## config.mk

```make
export PLATFORM = sky130hd
export DESIGN_NAME = input_debouncer
export DESIGN_NICKNAME = d
export VERILOG_FILES = /design/src/rtl/input_debouncer.sv
export SDC_FILE = /design/constraint.sdc
export NUM_CORES = 1
export LEC_CHECK = 0
export BUFFER_PORTS_ARGS = -buffer_cell sky130_fd_sc_hd__buf_2
export CORE_AREA = 2 2 39 41
export CTS_BUF_LIST = sky130_fd_sc_hd__clkbuf_4
export DETAILED_ROUTE_END_ITERATION = 6
export DIE_AREA = 0 0 41 43
export GPL_ROUTABILITY_DRIVEN = 0
export MAX_ROUTING_LAYER = met4
export SKIP_LAST_GASP = 1
export SLEW_MARGIN = 40
export SYNTH_ARGS = -nofsm -noshare
export SYNTH_HDL_FRONTEND = slang
export SYNTH_SLANG_ARGS = --single-unit
export TNS_END_PERCENT = 10
```

## constraint.sdc

```tcl
create_clock -name Clock -period 1.55 [get_ports Clock]
set_input_delay 0.31 -clock Clock [delete_from_list [all_inputs] [get_ports Clock]]
set_output_delay 0.31 -clock Clock [all_outputs]
set_load 0.005 [all_outputs]
```

## src/rtl/input_debouncer.sv

```systemverilog
// Input conditioning: two-flop synchronizer plus a 4-state Moore debounce FSM.
// Produces a clean level w with one-cycle rise/fall strobes and a busy flag.
module input_debouncer #(
  parameter int unsigned DEBOUNCE_CYCLES = 4
) (
  input  logic Clock,
  input  logic Reset,
  input  logic w_raw,
  output logic w,
  output logic rise,
  output logic fall,
  output logic busy
);

  localparam int unsigned CNT_W = $clog2(DEBOUNCE_CYCLES) + 1;
  localparam logic [CNT_W-1:0] CNT_LAST = CNT_W'(DEBOUNCE_CYCLES - 1);

  typedef enum logic [1:0] {
    STABLE_LOW  = 2'd0,
    CHECK_HIGH  = 2'd1,
    STABLE_HIGH = 2'd2,
    CHECK_LOW   = 2'd3
  } state_e;

  logic             s1_q, s2_q;
  state_e           state_q, state_d;
  logic [CNT_W-1:0] cnt_q, cnt_d;
  logic             w_q, w_d;
  logic             rise_q, rise_d;
  logic             fall_q, fall_d;
  logic             busy_q, busy_d;

  // State, counter, synchronizer and output registers
  always_ff @(posedge Clock) begin
    if (Reset) begin
      s1_q    <= 1'b0;
      s2_q    <= 1'b0;
      state_q <= STABLE_LOW;
      cnt_q   <= '0;
      w_q     <= 1'b0;
      rise_q  <= 1'b0;
      fall_q  <= 1'b0;
      busy_q  <= 1'b0;
    end else begin
      s1_q    <= w_raw;
      s2_q    <= s1_q;
      state_q <= state_d;
      cnt_q   <= cnt_d;
      w_q     <= w_d;
      rise_q  <= rise_d;
      fall_q  <= fall_d;
      busy_q  <= busy_d;
    end
  end

  // Next-state logic; outputs decode the next state so they register with it
  always_comb begin
    state_d = state_q;
    cnt_d   = '0;
    rise_d  = 1'b0;
    fall_d  = 1'b0;

    case (state_q)
      STABLE_LOW: begin
        if (s2_q) begin
          state_d = CHECK_HIGH;
          cnt_d   = CNT_W'(1);
        end
      end
      CHECK_HIGH: begin
        if (!s2_q) begin
          state_d = STABLE_LOW;
        end else if (cnt_q == CNT_LAST) begin
          state_d = STABLE_HIGH;
          rise_d  = 1'b1;
        end else begin
          cnt_d = cnt_q + CNT_W'(1);
        end
      end
      STABLE_HIGH: begin
        if (!s2_q) begin
          state_d = CHECK_LOW;
          cnt_d   = CNT_W'(1);
        end
      end
      CHECK_LOW: begin
        if (s2_q) begin
          state_d = STABLE_HIGH;
        end else if (cnt_q == CNT_LAST) begin
          state_d = STABLE_LOW;
          fall_d  = 1'b1;
        end else begin
          cnt_d = cnt_q + CNT_W'(1);
        end
      end
      default: begin
        state_d = STABLE_LOW;
      end
    endcase

    w_d    = (state_d == STABLE_HIGH) || (state_d == CHECK_LOW);
    busy_d = (state_d == CHECK_HIGH) || (state_d == CHECK_LOW);
  end

  assign w    = w_q;
  assign rise = rise_q;
  assign fall = fall_q;
  assign busy = busy_q;

endmodule

```

==> results list <==
* Status: completed
* Unique cell type count in the Yosys netlist: 13
* Worst Path Arrival: 1.33 ns
* Register Area: 200 um2
- VDD sags by at most 0.000462 V.
- Placed wire-length estimate: 374 um
- Final setup violation count: 0
* Cells on Worst Hold Path: 2
- At the pin with the least slew margin, the transition time is 0.431 ns.
- Critical path launch point type: flop
* Critical path required time: 1.71 ns
- Launching point of the worst reg2reg path: cnt_q[0]
- The number of buffers and inverters on the critical path is 0.
- Of all nets on the critical path, the largest fanout is 4.
* Count of warnings emitted by yosys: 0
- Logic depth of the worst setup path including buffers: 3
- Internal cell power: 358 uW
- Between clock sinks in the finished design, the worst skew comes to 0.00578 ns.
- The routed design has 506 um of wire.
- In this run the count of I/O pins placed on the die edge is 7.
- Area leader, netlist: sky130_fd_sc_hd__dfxtp_1
- Placement Cell Area: 399 um2
- Via count of the routed design: 240
* Post-synthesis instance area: 349 um2
* Clock buffer count from CTS: 3
- Proportion of power drawn by flip-flops and latches: 0.594
- The worst setup path is of the reg -> reg kind.
- CTS resizes: 0
- Critical path launch point: cnt_q[0]
- Setup slack of the critical path after layout: 0.375 ns
* Height of the die: 43 um
- FF-to-FF path depth: 3
- Once the clock tree was built, the setup fixing pass inserted 0 buffers.
* CTS Hold Bufs: 0
* Die ar.: 1760 um2
- Num Clock Sinks: 10
- Clock power share: 0.376
- The later pin in the worst-skew pair is clocked with a latency of 0.26 ns.
* Max-slew violation count: 0
* Synthesized area divided by synthesized cell count: 12.5 um2
* Tightest Hold Check Type: in -> reg
- In the routed design, unresolved DRC markers number 0.
- Synthesis inferred 10 register bits.
- Net count reported at finish: 43
- The initial utilization of the core area, before any placement, comes to 0.252.
- H-tree depth reported by CTS: 1
* Synth top area cells: sky130_fd_sc_hd__dfxtp_1 (57%), sky130_fd_sc_hd__nor2b_1 (5.4%), sky130_fd_sc_hd__nor4b_1 (5.0%)
- Diodes inserted: 0
* Vias in the first global route: 242
- Site Rows: 14
- Pre-CTS setup slack: 0.379 ns
- After the first detailed-routing iteration, the DRC count stood at 1.
- Power spread over the standard cell area amounts to 1050 nW/um2.
- From synthesis to final layout, the design area changed by 20.8%.
- The number of nets in the synthesized netlist is 32.
* Maximum number of pins on one net before global-route repair: 10
* Switching portion of total power: 0.196
- The count of nets left with antenna violations once routing finished came out at 0.
* Sequential element share of the synthesized area: 0.573
- Synthesis produced a netlist whose cell count is 28.
* Core box area: 1380 um2
- For this design the total switching power over the nets is 87.0 uW.
* TritonRoute pass-1 iters: 2
- Number of non-filler instances in the completed layout: 53
* Hold Vio Cnt, Final: 0
* Number of antenna violations at the first check in global routing: 0
* Slew Limit Headroom: 0.711
- CTS tree: yes
* Cell Chain, Critical Path: ha_1 > and3b_1 > a2111oi_2
* Port buffer count: 6
* Leakage power of the design: 0.165 nW
* Root buf cell: sky130_fd_sc_hd__clkbuf_4
- Largest buffer count on any clock path: 2
* Total Power: 445 uW
- Using the TritonRoute via totals, the vias-per-cell ratio works out to 4.53.
- Summing all multi-input logic gate instances after layout gives 149 um2.
- For this run, the total global-route usage over all layers was measured as 0.0856.
- The clock period could shrink to 1.17 ns.
- Sum of overflow across all layers after global routing: 0
- Fillcell total: 145
* Core Util, Final: 0.305
- The kind of cell with the highest combined delay along the critical path is flip-flops.
* Cell at the slowest stage of the critical path: sky130_fd_sc_hd__dfxtp_1
* Number of placed instances with taps included: 50
- Max Cap Violations: 0
- Hold path startpoint: w_raw
- Of the post-synthesis cell area, the dominant cell type holds 0.573.
- Capturing element type of the critical path: flop
* Share of final-layout standard cells stronger than drive strength 1: 0.270
- Final Hold Slack: 0.264 ns
- Routed WL per cell: 9.55 um
* Max stage delay on crit path: 0.32 ns
- Unrepaired setup endpoints after global routing: no
* Share of the clock period used by the worst path after layout: 0.758
* Final total negative setup slack: 0 ns
* Horizontal die dimension: 41 um
- Clock-pin slew was measured on the worst setup and hold paths at 0.06 ns.
- Top achievable clock speed: 851 MHz
- Final Cell Area: 422 um2
* First-pass GRT wire length: 924 um
- Part of the total power dissipated in combinational logic: 0.030
-- flip-flops by register name, summed over array words and instances, names as in the netlist --
signal,flops
busy,1
cnt_q,3
fall,1
rise,1
s1_q,1
s2_q,1
state_q,2
-- cell families after synthesis --
kind of cell             share of synthesized area
AND/OR/NAND/NOR                              0.294
flip-flops                                   0.573
AO/OA/AOI/OAI                               0.0430
XOR/XNOR                                    0.0251
multiplexers                                0.0287
adder cells (fa/ha/maj)                     0.0358
-- power by group through the flow --
stage	combinational, mW	clock [mW]	sequential, mW
5_1_grt	0.0151	0.193	0.264
6_report	0.0133	0.167	0.264
3_3_place_gp	0.0137	0	0.270
3_5_place_dp	0.0134	0	0.270
2_1_floorplan	0.00688	0	0.269
4_1_cts	0.0135	0.178	0.264
-- placed cells by master (no fill, tap or decap) --
master and n:
sky130_fd_sc_hd__nor3b_1 2, sky130_fd_sc_hd__dfxtp_1 10, sky130_fd_sc_hd__xnor2_1 1, sky130_fd_sc_hd__mux2i_1 1, sky130_fd_sc_hd__nor2b_1 3, sky130_fd_sc_hd__nor3_1 2, sky130_fd_sc_hd__or2b_1 2, sky130_fd_sc_hd__nor4b_1 2
sky130_fd_sc_hd__nand4bb_1 1, sky130_fd_sc_hd__buf_2 6, sky130_fd_sc_hd__and3b_1 1, sky130_fd_sc_hd__clkbuf_4 3, sky130_fd_sc_hd__a2111oi_2 1, sky130_fd_sc_hd__ha_1 1, sky130_fd_sc_hd__nand2b_1 1
-- cell usage after synthesis --
cell,instances
sky130_fd_sc_hd__nand2b_1,1
sky130_fd_sc_hd__a2111oi_2,1
sky130_fd_sc_hd__nor2b_1,3
sky130_fd_sc_hd__or2b_1,2
sky130_fd_sc_hd__nor3b_1,2
sky130_fd_sc_hd__nor4b_1,2
sky130_fd_sc_hd__mux2i_1,1
sky130_fd_sc_hd__dfxtp_1,10
sky130_fd_sc_hd__nand4bb_1,1
sky130_fd_sc_hd__xnor2_1,1
sky130_fd_sc_hd__ha_1,1
sky130_fd_sc_hd__and3b_1,1
sky130_fd_sc_hd__nor3_1,2
-- worst paths after layout --
path              slack, ns        to
setup / recovery       0.38  cnt_q[0]
setup reg to reg       0.38  cnt_q[0]
hold / removal         0.26      s1_q
hold reg to reg        0.44      s2_q
-- metal layers --
layer | GRT usage | share of wire | vias to the layer above
li1 | - | - | 121
met1 | 0.0906 | 0.46 | 109
met2 | 0.106 | 0.42 | 10
met3 | 0.0785 | 0.12 | 0
met4 | 0.0400 | 0 | 0
met5 | - | 0 | -
-- final cells by class --
| type | count | share of cell area |
|---|---|---|
| timing repair buffer | 6 | 0.0712 |
| clock buffer | 3 | 0.0534 |
| multi-input combinational | 18 | 0.353 |
| sequential | 10 | 0.475 |
| tap | 16 | 0.0475 |
Note: power is estimated with default switching activity, not from simulation.
